$ cat config.mk
export PLATFORM = sky130hd
export DESIGN_NAME = perf_monitor
export DESIGN_NICKNAME = d
export VERILOG_FILES = /design/src/rtl/perf_monitor_pkg.sv /design/src/rtl/perf_monitor_perf_counter.sv /design/src/rtl/perf_monitor.sv
export SDC_FILE = /design/constraint.sdc
export NUM_CORES = 1
export LEC_CHECK = 0
export ABC_AREA = 1
export CORE_ASPECT_RATIO = 0.8
export CORE_MARGIN = 2
export CORE_UTILIZATION = 50
export CTS_CLUSTER_DIAMETER = 120
export DETAILED_ROUTE_END_ITERATION = 6
export PLACE_DENSITY = 0.66
export RECOVER_POWER = 25
export REMOVE_ABC_BUFFERS = 1
export SLEW_MARGIN = 20
export SYNTH_ARGS = -nofsm -noshare
export SYNTH_HDL_FRONTEND = slang
export SYNTH_SLANG_ARGS = --single-unit
$ cat constraint.sdc
create_clock -name clk_i -period 2.7 [get_ports clk_i]
set_clock_uncertainty 0.15 [all_clocks]
set_input_delay 0.675 -clock clk_i [delete_from_list [all_inputs] [get_ports clk_i]]
set_output_delay 0.675 -clock clk_i [all_outputs]
set_load 0.01 [all_outputs]
$ cat src/rtl/perf_monitor_pkg.sv
// Shared register map, bit positions and run-state encoding for the perf_monitor block.
package perf_monitor_pkg;

   localparam logic [7:0] ADDR_CTRL      = 8'h00;
   localparam logic [7:0] ADDR_STATUS    = 8'h04;
   localparam logic [7:0] ADDR_TOHOST    = 8'h08;
   localparam logic [7:0] ADDR_OVF       = 8'h0C;
   localparam logic [7:0] ADDR_SNAP_BASE = 8'h10;

   localparam int CTRL_EN_BIT    = 0;
   localparam int CTRL_CLEAR_BIT = 1;
   localparam int CTRL_SNAP_BIT  = 2;

   localparam int STATUS_DONE_BIT    = 0;
   localparam int STATUS_PASS_BIT    = 1;
   localparam int STATUS_FAIL_BIT    = 2;
   localparam int STATUS_TIMEOUT_BIT = 3;

   localparam logic [31:0] DEFAULT_PASS_CODE = 32'h0000_0777;

   typedef enum logic [1:0] {
      RUN_ACTIVE  = 2'd0,
      RUN_PASS    = 2'd1,
      RUN_FAIL    = 2'd2,
      RUN_TIMEOUT = 2'd3
   } run_state_e;

   // Each channel owns an 8-byte window: low word, then high word.
   function automatic logic [7:0] snap_lo_addr(input int ch);
      return ADDR_SNAP_BASE + 8'(ch * 8);
   endfunction

   function automatic logic [31:0] snap_word(input logic [63:0] value, input logic hi);
      return hi ? value[63:32] : value[31:0];
   endfunction

endpackage

$ cat src/rtl/perf_monitor_perf_counter.sv
// One event channel: free-running counter, snapshot copy and sticky wrap flag.
module perf_counter
   import perf_monitor_pkg::*;
#(
   parameter int CNT_W = 64
) (
   input  logic             i_clk,
   input  logic             i_rst_n,
   input  logic             i_inc,
   input  logic             i_clear,
   input  logic             i_snap,
   input  logic             i_ovf_clr,
   output logic [CNT_W-1:0] o_snap,
   output logic             o_ovf
);

   localparam logic [CNT_W-1:0] CNT_ZERO = {CNT_W{1'b0}};
   localparam logic [CNT_W-1:0] CNT_ONE  = {{(CNT_W-1){1'b0}}, 1'b1};
   localparam logic [CNT_W-1:0] CNT_ALL  = {CNT_W{1'b1}};

   logic [CNT_W-1:0] r_cnt;
   logic [CNT_W-1:0] r_snap;
   logic             r_ovf;
   logic             w_wrap;

   // A clear suppresses the increment, so it can never report a wrap.
   assign w_wrap = i_inc & ~i_clear & (r_cnt == CNT_ALL);

   // Counter, snapshot and overflow state; snapshot sees the pre-update count.
   always_ff @(posedge i_clk or negedge i_rst_n) begin
      if (!i_rst_n) begin
         r_cnt  <= CNT_ZERO;
         r_snap <= CNT_ZERO;
         r_ovf  <= 1'b0;
      end else begin
         if (i_clear) begin
            r_cnt <= CNT_ZERO;
         end else if (i_inc) begin
            r_cnt <= r_cnt + CNT_ONE;
         end
         if (i_snap) begin
            r_snap <= r_cnt;
         end
         if (w_wrap) begin
            r_ovf <= 1'b1;
         end else if (i_ovf_clr) begin
            r_ovf <= 1'b0;
         end
      end
   end

   assign o_snap = r_snap;
   assign o_ovf  = r_ovf;

endmodule

$ cat src/rtl/perf_monitor.sv
// Performance monitor: cycle/event counters, snapshot registers, tohost pass/fail
// capture and a run watchdog behind a simple word-addressed register bus.
module perf_monitor
   import perf_monitor_pkg::*;
#(
   parameter int          NEVT      = 4,
   parameter int          CNT_W     = 64,
   parameter int          TIMEOUT   = 1500,
   parameter logic [31:0] PASS_CODE = DEFAULT_PASS_CODE
) (
   input  logic            clk_i,
   input  logic            rst_ni,
   input  logic [NEVT-1:0] event_i,
   input  logic [7:0]      bus_addr_i,
   input  logic            bus_wvalid_i,
   input  logic [31:0]     bus_wdata_i,
   input  logic            bus_rvalid_i,
   output logic [31:0]     bus_rdata_o,
   output logic            bus_rdata_valid_o,
   output logic            done_o,
   output logic            pass_o,
   output logic            fail_o,
   output logic            timeout_o
);

   localparam int          NCH       = NEVT + 1;
   localparam logic [31:0] TIMEOUT_C = 32'(TIMEOUT);

   logic             w_wr_ctrl;
   logic             w_wr_tohost;
   logic             w_wr_ovf;
   logic             w_clear;
   logic             w_snap;
   logic [NCH-1:0]   w_evt;
   logic [NCH-1:0]   w_inc;
   logic [NCH-1:0]   w_ovf_clr;
   logic [NCH-1:0]   w_ovf;
   logic [CNT_W-1:0] w_snap_val [NCH];
   logic [31:0]      w_wdog_next;
   logic             w_wd_hit;
   logic [31:0]      w_ctrl_rd;
   logic [31:0]      w_status_rd;
   logic [31:0]      w_snap_rd;
   logic [31:0]      w_rd_mux;

   logic             r_en;
   logic [31:0]      r_tohost;
   logic [31:0]      r_wdog;
   run_state_e       r_state;
   logic             r_done;
   logic             r_pass;
   logic             r_fail;
   logic             r_timeout;
   logic [31:0]      r_rdata;
   logic             r_rvalid;

   assign w_wr_ctrl   = bus_wvalid_i & (bus_addr_i == ADDR_CTRL);
   assign w_wr_ovf    = bus_wvalid_i & (bus_addr_i == ADDR_OVF);
   assign w_wr_tohost = bus_wvalid_i & (bus_addr_i == ADDR_TOHOST) & ~r_done;
   assign w_clear     = w_wr_ctrl & bus_wdata_i[CTRL_CLEAR_BIT];
   assign w_snap      = w_wr_ctrl & bus_wdata_i[CTRL_SNAP_BIT];
   assign w_ovf_clr   = w_wr_ovf ? bus_wdata_i[NCH-1:0] : {NCH{1'b0}};

   // Channel 0 is the cycle counter, so its "event" is always present.
   assign w_evt = {event_i, 1'b1};
   assign w_inc = (r_en & ~r_done) ? w_evt : {NCH{1'b0}};

   assign w_wdog_next = r_wdog + 32'd1;
   assign w_wd_hit    = (TIMEOUT != 0) & (w_wdog_next == TIMEOUT_C);

   for (genvar g = 0; g < NCH; g++) begin : g_ch
      perf_counter #(
         .CNT_W (CNT_W)
      ) u_ctr (
         .i_clk     (clk_i),
         .i_rst_n   (rst_ni),
         .i_inc     (w_inc[g]),
         .i_clear   (w_clear),
         .i_snap    (w_snap),
         .i_ovf_clr (w_ovf_clr[g]),
         .o_snap    (w_snap_val[g]),
         .o_ovf     (w_ovf[g])
      );
   end

   // Enable bit; clear and snap are pulses taken straight from the write.
   always_ff @(posedge clk_i or negedge rst_ni) begin
      if (!rst_ni) begin
         r_en <= 1'b0;
      end else if (w_wr_ctrl) begin
         r_en <= bus_wdata_i[CTRL_EN_BIT];
      end
   end

   // Watchdog runs from reset release and parks once the run has ended.
   always_ff @(posedge clk_i or negedge rst_ni) begin
      if (!rst_ni) begin
         r_wdog <= 32'd0;
      end else if ((TIMEOUT != 0) && !r_done) begin
         r_wdog <= w_wdog_next;
      end
   end

   // Run-state FSM; a tohost write takes priority over a same-cycle expiry.
   always_ff @(posedge clk_i or negedge rst_ni) begin
      if (!rst_ni) begin
         r_state   <= RUN_ACTIVE;
         r_tohost  <= 32'd0;
         r_done    <= 1'b0;
         r_pass    <= 1'b0;
         r_fail    <= 1'b0;
         r_timeout <= 1'b0;
      end else begin
         case (r_state)
            RUN_ACTIVE: begin
               if (w_wr_tohost) begin
                  r_tohost <= bus_wdata_i;
                  r_done   <= 1'b1;
                  if (bus_wdata_i == PASS_CODE) begin
                     r_state <= RUN_PASS;
                     r_pass  <= 1'b1;
                  end else begin
                     r_state <= RUN_FAIL;
                     r_fail  <= 1'b1;
                  end
               end else if (w_wd_hit) begin
                  r_state   <= RUN_TIMEOUT;
                  r_done    <= 1'b1;
                  r_timeout <= 1'b1;
               end
            end
            RUN_PASS, RUN_FAIL, RUN_TIMEOUT: begin
               r_state <= r_state;
            end
            default: begin
               r_state <= RUN_ACTIVE;
            end
         endcase
      end
   end

   // Control and status read images.
   always_comb begin
      w_ctrl_rd                       = 32'd0;
      w_ctrl_rd[CTRL_EN_BIT]          = r_en;
      w_status_rd                     = 32'd0;
      w_status_rd[STATUS_DONE_BIT]    = r_done;
      w_status_rd[STATUS_PASS_BIT]    = r_pass;
      w_status_rd[STATUS_FAIL_BIT]    = r_fail;
      w_status_rd[STATUS_TIMEOUT_BIT] = r_timeout;
   end

   // Snapshot window decode; at most one term can match a given offset.
   always_comb begin
      w_snap_rd = 32'd0;
      for (int i = 0; i < NCH; i++) begin
         w_snap_rd = w_snap_rd
            | ((bus_addr_i == snap_lo_addr(i))
               ? snap_word(64'(w_snap_val[i]), 1'b0) : 32'd0)
            | ((bus_addr_i == (snap_lo_addr(i) + 8'd4))
               ? snap_word(64'(w_snap_val[i]), 1'b1) : 32'd0);
      end
   end

   // Register read multiplexer; anything unmapped falls through to zero.
   always_comb begin
      case (bus_addr_i)
         ADDR_CTRL:   w_rd_mux = w_ctrl_rd;
         ADDR_STATUS: w_rd_mux = w_status_rd;
         ADDR_TOHOST: w_rd_mux = r_tohost;
         ADDR_OVF:    w_rd_mux = {{(32-NCH){1'b0}}, w_ovf};
         default:     w_rd_mux = w_snap_rd;
      endcase
   end

   // Read response registered one cycle after the request, from pre-write state.
   always_ff @(posedge clk_i or negedge rst_ni) begin
      if (!rst_ni) begin
         r_rvalid <= 1'b0;
         r_rdata  <= 32'd0;
      end else begin
         r_rvalid <= bus_rvalid_i;
         r_rdata  <= bus_rvalid_i ? w_rd_mux : 32'd0;
      end
   end

   assign bus_rdata_o       = r_rdata;
   assign bus_rdata_valid_o = r_rvalid;
   assign done_o            = r_done;
   assign pass_o            = r_pass;
   assign fail_o            = r_fail;
   assign timeout_o         = r_timeout;

endmodule

---- After elaboration in Yosys (flattened, before gate mapping) ----
Index checks and enable logic that the tools add are counted.
W data, S select, Z words.
storage, ports and cells
  bits in registers ....................... 749
  input port bits ......................... 48
  output and inout port bits .............. 37
  logic and storage cells ................. 146
cells by class
  add/sub/neg operators ................... 6
  equal/unequal tests ..................... 24
  muxes and demuxes ....................... 40
  bitwise operators ....................... 31
  reductions and logical operators ........ 20
operators by type and width
  operator                 number
  $mux W64                 10
  $mux W32                 11
  $add A64 B1 Y64 const B  5
  $eq A64 B64 Y1 const B   5
  $or A32 B32 Y32          9
  $pmux W32 S4             1
  $eq A32 B11 Y1 const B   2
  $eq A8 B6 Y1 const B     6
  $add A32 B1 Y32 const B  1
  $eq A8 B5 Y1 const B     4
  $reduce_bool A2 Y1       11
  $and A1 B1 Y1            17
  $eq A8 B4 Y1 const B     2
  $mux W1                  12
  $mux W5                  2
  $reduce_and A3 Y1        3
  $eq A8 B3 Y1 const B     1
  $logic_not A8 Y1         1
  $mux W2                  4
  $reduce_and A2 Y1        3
  $not A1 Y1               5
  $eq A2 B2 Y1 const B     2
  $ne A3 B3 Y1 const B     1
  $reduce_or A3 Y1         1
  other kinds (2)          2

---- Logic depth before layout (Yosys ltp) ----
  depth in word-level cells ............... 13
  mapped depth ............................ 15
  gate-level depth less buffers ........... 15

---- Modules after synthesis ----
Synthesis repeated with hierarchy kept, for this count alone.
second synthesis, totals
  cells, all modules ...................... 5436
  area, all modules ....................... 40717.8 sq um
modules (own cells, without submodules)
  module        instances  cells an instance  area an instance (sq um)  seq. area each (sq um)
  perf_counter  5          847                6612.6                    3228.1
  perf_monitor  1          1201               7654.8                    2602.5

---- Worst setup path after synthesis ----
OpenSTA, ideal clock, no wires.
  path kind ............................... input port to flip-flop
  start point ............................. input port bus_addr_i[0]
  end point ............................... register g_ch[1].u_ctr.r_snap[61]
  setup time .............................. 125 ps
  arrival time ............................ 2207 ps
  data required time ...................... 2425 ps
  path slack .............................. 219 ps
  cell stages on the path ................. 10
  path buffers ............................ 2
  cells stage by stage .................... inv_1 > nand2_1 > nor3_2 > nand2_1 > nor2_1 > inv_1 > nor2_2 > buf_4 > buf_2 > mux2_2
between the ends
  cells in the longest elaborated chain, start to end .. 3
ends and longest elaborated chain
  element               line                             text
  start, declared       perf_monitor.sv:14               input logic [7:0] bus_addr_i,
  $logic_not A8 Y1      perf_monitor.sv:57               assign w_wr_ctrl = bus_wvalid_i & (bus_addr_i == ADDR_CTRL);
  $and A1 B1 Y1         perf_monitor.sv:57
  $and A1 B1 Y1         perf_monitor.sv:61               assign w_snap = w_wr_ctrl & bus_wdata_i[CTRL_SNAP_BIT];
  end signal, assigned  perf_monitor_perf_counter.sv:42  r_snap <= r_cnt;
  end, declared         perf_monitor_perf_counter.sv:22  logic [CNT_W-1:0] r_snap;
No other way between the ends.
A chain may end at the register's enable or synchronous reset.

---- Final worst setup path ----
  start point ............................. input port bus_addr_i[3]
  end point ............................... register g_ch[3].u_ctr.r_snap[63]
between the ends
  cells in the longest elaborated chain, start to end .. 3
ends and longest elaborated chain
  element               line
  $logic_not A8 Y1      perf_monitor.sv:57
  $and A1 B1 Y1         perf_monitor.sv:57
  $and A1 B1 Y1         perf_monitor.sv:61
  end signal, assigned  perf_monitor_perf_counter.sv:42
  end, declared         perf_monitor_perf_counter.sv:22
No other way between the ends.

==> tab_implementation.tex <==
\begin{tabular}{lr}
\hline
Metric & Value \\
\hline
\multicolumn{2}{l}{\textbf{Floorplanning}} \\
\quad Initial core utilization & between 50\% and 60\% \\
\quad Placeable Area & 76,700 um\^{}2 \\
\quad Vertical die dimension & 253 um \\
\quad Number of cell rows & 91 \\
\quad Die area & between 70,000 and 80,000 um\^{}2 \\
\quad Chip Width & between 300 and 400 um \\
\quad Top Ports & 85 \\
\multicolumn{2}{l}{\textbf{Place}} \\
\quad Routability congestion estimate from global placement & 1.06 \\
\quad Detailed Place HPWL & around 110,000 um \\
\quad Setup slack after placement & -670 ps \\
\quad Number of buffer cells added on primary ports & between 80 and 90 \\
\multicolumn{2}{l}{\textbf{CTS}} \\
\quad CTS H-tree depth & 3 \\
\quad TritonCTS buffer count & 82 \\
\quad Clock Tree Root & sky130\_fd\_sc\_hd\_\_clkbuf\_16 \\
\quad CTS tree & yes \\
\quad Max Buffers Root-to-Sink & 3 \\
\quad Clock latency on the worst-skew pair & between 600 and 700 ps \\
\quad Sinks on the clock net & approximately 750 \\
\quad Clock transition at path regs & 60 ps \\
\multicolumn{2}{l}{\textbf{Power}} \\
\quad Part of the total power dissipated in the clock network & approximately 48\% \\
\quad LEAKAGE & around 23 nW \\
\quad Sequential share of power & a little under half \\
\quad Power density over the cells & 535 nW/um\^{}2 \\
\quad Part of the power in combinational logic & around 4.8\% \\
\quad Max VDD drop & about 0.00045 V \\
\quad Switching power & just over 6 mW \\
\quad Total power consumption of the routed design & 25.2 mW \\
\quad Switching share of power & 24.0\% \\
\quad Internal Dissipation & $\sim$19 mW \\
\multicolumn{2}{l}{\textbf{Layout}} \\
\quad Fillcell total & a little under 7,000 \\
\quad Area growth from synthesis to layout & 21.9\% \\
\quad Nets & 5,550 \\
\quad Leading cell type in the layout, fill and taps excluded & sky130\_fd\_sc\_hd\_\_nand2\_1 \\
\quad Ratio of cells with drive above 1 in the final layout & between 10\% and 20\% \\
\quad Commonest non-fill, non-tap cells in the layout & sky130\_fd\_sc\_hd\_\_nand2\_1, sky130\_fd\_sc\_hd\_\_inv\_1, sky130\_fd\_sc\_hd\_\_dfrtp\_1 \\
\quad Final core utilization & roughly 61\% \\
\multicolumn{2}{l}{\textbf{Route}} \\
\quad Iteration-0 DRC Markers & between 5,000 and 6,000 \\
\quad Drt pass-1 iters & 7 \\
\quad DRC errors left & 0 \\
\quad Number of nets with antenna violations after detailed routing & 0 \\
\quad Routed wire length & around 150,000 um \\
\quad Total vias in the final route & 38,200 \\
\quad Routed length per placed instance & $\sim$22 um \\
\quad Per-cell via count in the routed design & slightly below 6 \\
\multicolumn{2}{l}{\textbf{Global routing}} \\
\quad Grt ovf & 0 \\
\quad Via count of the first global-routing pass & 34,800 \\
\quad Wire length of the first global-routing pass & around 220,000 um \\
\quad Largest net degree at the start of global routing & 72 \\
\quad Global router's overall resource usage & a little under two fifths \\
\quad Antenna violations before repair & 3 \\
\multicolumn{2}{l}{\textbf{Critical path}} \\
\quad Worst-case register-to-register setup slack & around 150 ps \\
\quad Class of the most critical setup path & in -> reg \\
\quad Arr. time, crit path & 3070 ps \\
\quad Element type at the critical path end & flop \\
\quad Critical path required time & between 3000 and 4000 ps \\
\quad Worst stage delay on the critical path & about 540 ps \\
\quad Category of cells accounting for the largest share of critical-path delay & buffers and inverters \\
\quad Chain of cells forming the critical path & clkdlybuf4s50\_1 > buf\_4 > nor3\_2 > buf\_4 > nand2\_1 > nor2\_2 > inv\_2 > nor2\_4 > buf\_12 > clkbuf\_16 > mux2\_2 \\
\quad Crit path buffers/inverters & 6 \\
\quad Category of the worst setup path launch point & input port \\
\quad Slowest cell on crit path & sky130\_fd\_sc\_hd\_\_clkdlybuf4s50\_1 \\
\quad Maximum fanout encountered on the critical timing path & 21 \\
\quad Worst path most repeated cell & sky130\_fd\_sc\_hd\_\_buf\_4 \\
\multicolumn{2}{l}{\textbf{Run status}} \\
\quad Result of the run & finished, violations left \\
\quad Failing checks & negative setup slack \\
\multicolumn{2}{l}{\textbf{Logic synthesis}} \\
\quad Fraction of the yosys area taken by sequential cells & about half \\
\quad Distinct cells, synth & 61 \\
\quad Fraction of registers with async set/reset & 100\% \\
\quad Most frequently used flop master after synthesis & sky130\_fd\_sc\_hd\_\_dfrtp\_1 \\
\quad Synthesized area & 38,600 um\^{}2 \\
\quad Cells after Synth & roughly 5,000 \\
\quad Seq cells post-synth & 749 \\
\quad Top area cells in the synthesized netlist & sky130\_fd\_sc\_hd\_\_dfrtp\_1, sky130\_fd\_sc\_hd\_\_nand2\_1, sky130\_fd\_sc\_hd\_\_inv\_1, sky130\_fd\_sc\_hd\_\_o21ai\_0, sky130\_fd\_sc\_hd\_\_nor2\_1 \\
\quad Number of warnings printed during yosys synthesis & 0 \\
\quad Post-Synthesis Mean Instance Area & approximately 7.7 um\^{}2 \\
\quad EDFF count, synth & 0 \\
\quad Synth top area share & between 40\% and 50\% \\
\quad Cell type with the largest total area after synthesis & sky130\_fd\_sc\_hd\_\_dfrtp\_1 \\
\multicolumn{2}{l}{\textbf{Timing}} \\
\quad \# setup viols final & 2 \\
\quad Final Hold Fails & 0 \\
\quad Maximum achievable frequency & roughly 0.37 GHz \\
\quad Worst Max-Slew Pin Slew & 1230 ps \\
\quad Final slew viol count & 0 \\
\quad Slack of the critical path & -4.52 ps \\
\quad Final period utilization & 100\% \\
\quad Final worst path period need & approximately 2700 ps \\
\quad Worst-case headroom to the max-slew limit & between 15 and 20\% \\
\multicolumn{2}{l}{\textbf{Min path}} \\
\quad Type of the tightest min-delay check & reg -> reg \\
\multicolumn{2}{l}{\textbf{Flow run}} \\
\quad Max-cap check violation count & 0 \\
\hline
\end{tabular}
[synthesized netlist by cell type (11+ instances only)]
cell type                  count
sky130_fd_sc_hd__nand2_1    1121
sky130_fd_sc_hd__inv_1       786
sky130_fd_sc_hd__dfrtp_1     749
sky130_fd_sc_hd__o21ai_0     482
sky130_fd_sc_hd__nor2_1      416
sky130_fd_sc_hd__a21oi_1     249
sky130_fd_sc_hd__nand3_1     218
sky130_fd_sc_hd__nor3_1      201
sky130_fd_sc_hd__nand4_1     129
sky130_fd_sc_hd__o22ai_1     110
sky130_fd_sc_hd__clkbuf_1     94
sky130_fd_sc_hd__o21a_1       92
sky130_fd_sc_hd__nor4_1       54
sky130_fd_sc_hd__buf_2        50
sky130_fd_sc_hd__a221oi_1     32
sky130_fd_sc_hd__nor2_2       22
sky130_fd_sc_hd__a31oi_1      21
sky130_fd_sc_hd__o21ai_1      20
sky130_fd_sc_hd__mux2_2       19
sky130_fd_sc_hd__xor2_1       19
sky130_fd_sc_hd__a211oi_1     14
sky130_fd_sc_hd__inv_2        11
[worst reg2reg max path: stages (launching register included)]
cell                      delay, ps
sky130_fd_sc_hd__dfrtp_1        500
sky130_fd_sc_hd__nand2_1        120
sky130_fd_sc_hd__inv_1          170
sky130_fd_sc_hd__nand3_1        200
sky130_fd_sc_hd__nor2_1         240
sky130_fd_sc_hd__inv_1           60
sky130_fd_sc_hd__nor3_1         270
sky130_fd_sc_hd__nand2_1        140
sky130_fd_sc_hd__nor2_1         230
sky130_fd_sc_hd__nand2_1        170
sky130_fd_sc_hd__nor2_1         130
sky130_fd_sc_hd__nor2_1          50
[flip-flops by register name, summed over array words and instances (netlist names)]
signal / count
r_tohost: 32
pass_o: 1
r_state: 2
bus_rdata_o: 32
timeout_o: 1
bus_rdata_valid_o: 1
done_o: 1
r_wdog: 32
g_ch.u_ctr.r_cnt: 320
g_ch.u_ctr.o_snap: 320
fail_o: 1
r_en: 1
g_ch.u_ctr.o_ovf: 5
[cells by family after synthesis]
family | synth area share [%]
compound gates | 15.2
xor+xnor | 0.499
fa+ha+maj | 0.227
buf+inv | 9.52
flops | 48.6
mux | 0.554
simple gates | 25.4
[power groups by stage]
stage	sequential, mW	combinational [mW]	clock [mW]
floorplan	11.9	0.468	0
global placement	12.0	1.20	0
detailed placement	12.0	1.22	0
CTS	11.8	1.23	12.3
global route	11.8	1.34	12.7
finish	11.8	1.22	12.2
[worst paths after layout]
check,depth (start not counted),to,startpoint
max,11,g_ch[3].u_ctr.o_snap[63]$_DFFE_PN0P_,bus_addr_i[3]
min,2,r_state[1]$_DFFE_PN0P_,r_state[1]$_DFFE_PN0P_
max reg2reg,11,g_ch[3].u_ctr.r_cnt[43]$_DFFE_PN0P_,g_ch[3].u_ctr.r_cnt[13]$_DFFE_PN0P_
min reg2reg,2,r_state[1]$_DFFE_PN0P_,r_state[1]$_DFFE_PN0P_
max in group asynchronous,3,g_ch[1].u_ctr.r_cnt[14]$_DFFE_PN0P_,rst_ni
min in group asynchronous,2,g_ch[0].u_ctr.o_snap[30]$_DFFE_PN0P_,rst_ni
[stage by stage]
step	hold WS (ps)	setup TNS, ps	std cells	instance area (um^2)
floorplan	229	-3957740	4878	37900
global placement	286	-319680	6428	44100
detailed placement	292	-321350	6428	44100
CTS	308	0	6582	47000
global route	334	-6.23	6587	47000
finish	307	-5.96	6589	47000
[routing by layer]
layer	share of wire (%)	track usage, %	vias to the layer above
li1	-	-	17500
met1	44	56.5	18200
met2	40	49.3	2205
met5	0.0089	0	-
met3	13	9.35	300
met4	3.8	12.8	2
[what timing repair did]
item	4_1_cts	5_1_grt
buffers inserted	0	2
resized for setup	2	32
gates cloned	0	3
endpoints found under the hold margin	19	0
pin swaps	0	2
endpoints found under the setup margin	2	167
hold buffers	1	0
[cell type report]
cell class / instances / area (um^2) / share of cell area, %
diodes: 2 / 5.00 / 0.0106
clock buffers: 111 / 2350 / 5.00
clock inverters: 42 / 544 / 1.16
inverters: 802 / 3020 / 6.41
multi-input cells: 3327 / 16300 / 34.7
flip-flops and latches: 749 / 18700 / 39.9
well taps: 1023 / 1280 / 2.72
repair buffers: 533 / 4780 / 10.2
Note: power is estimated with default switching activity, not from simulation.
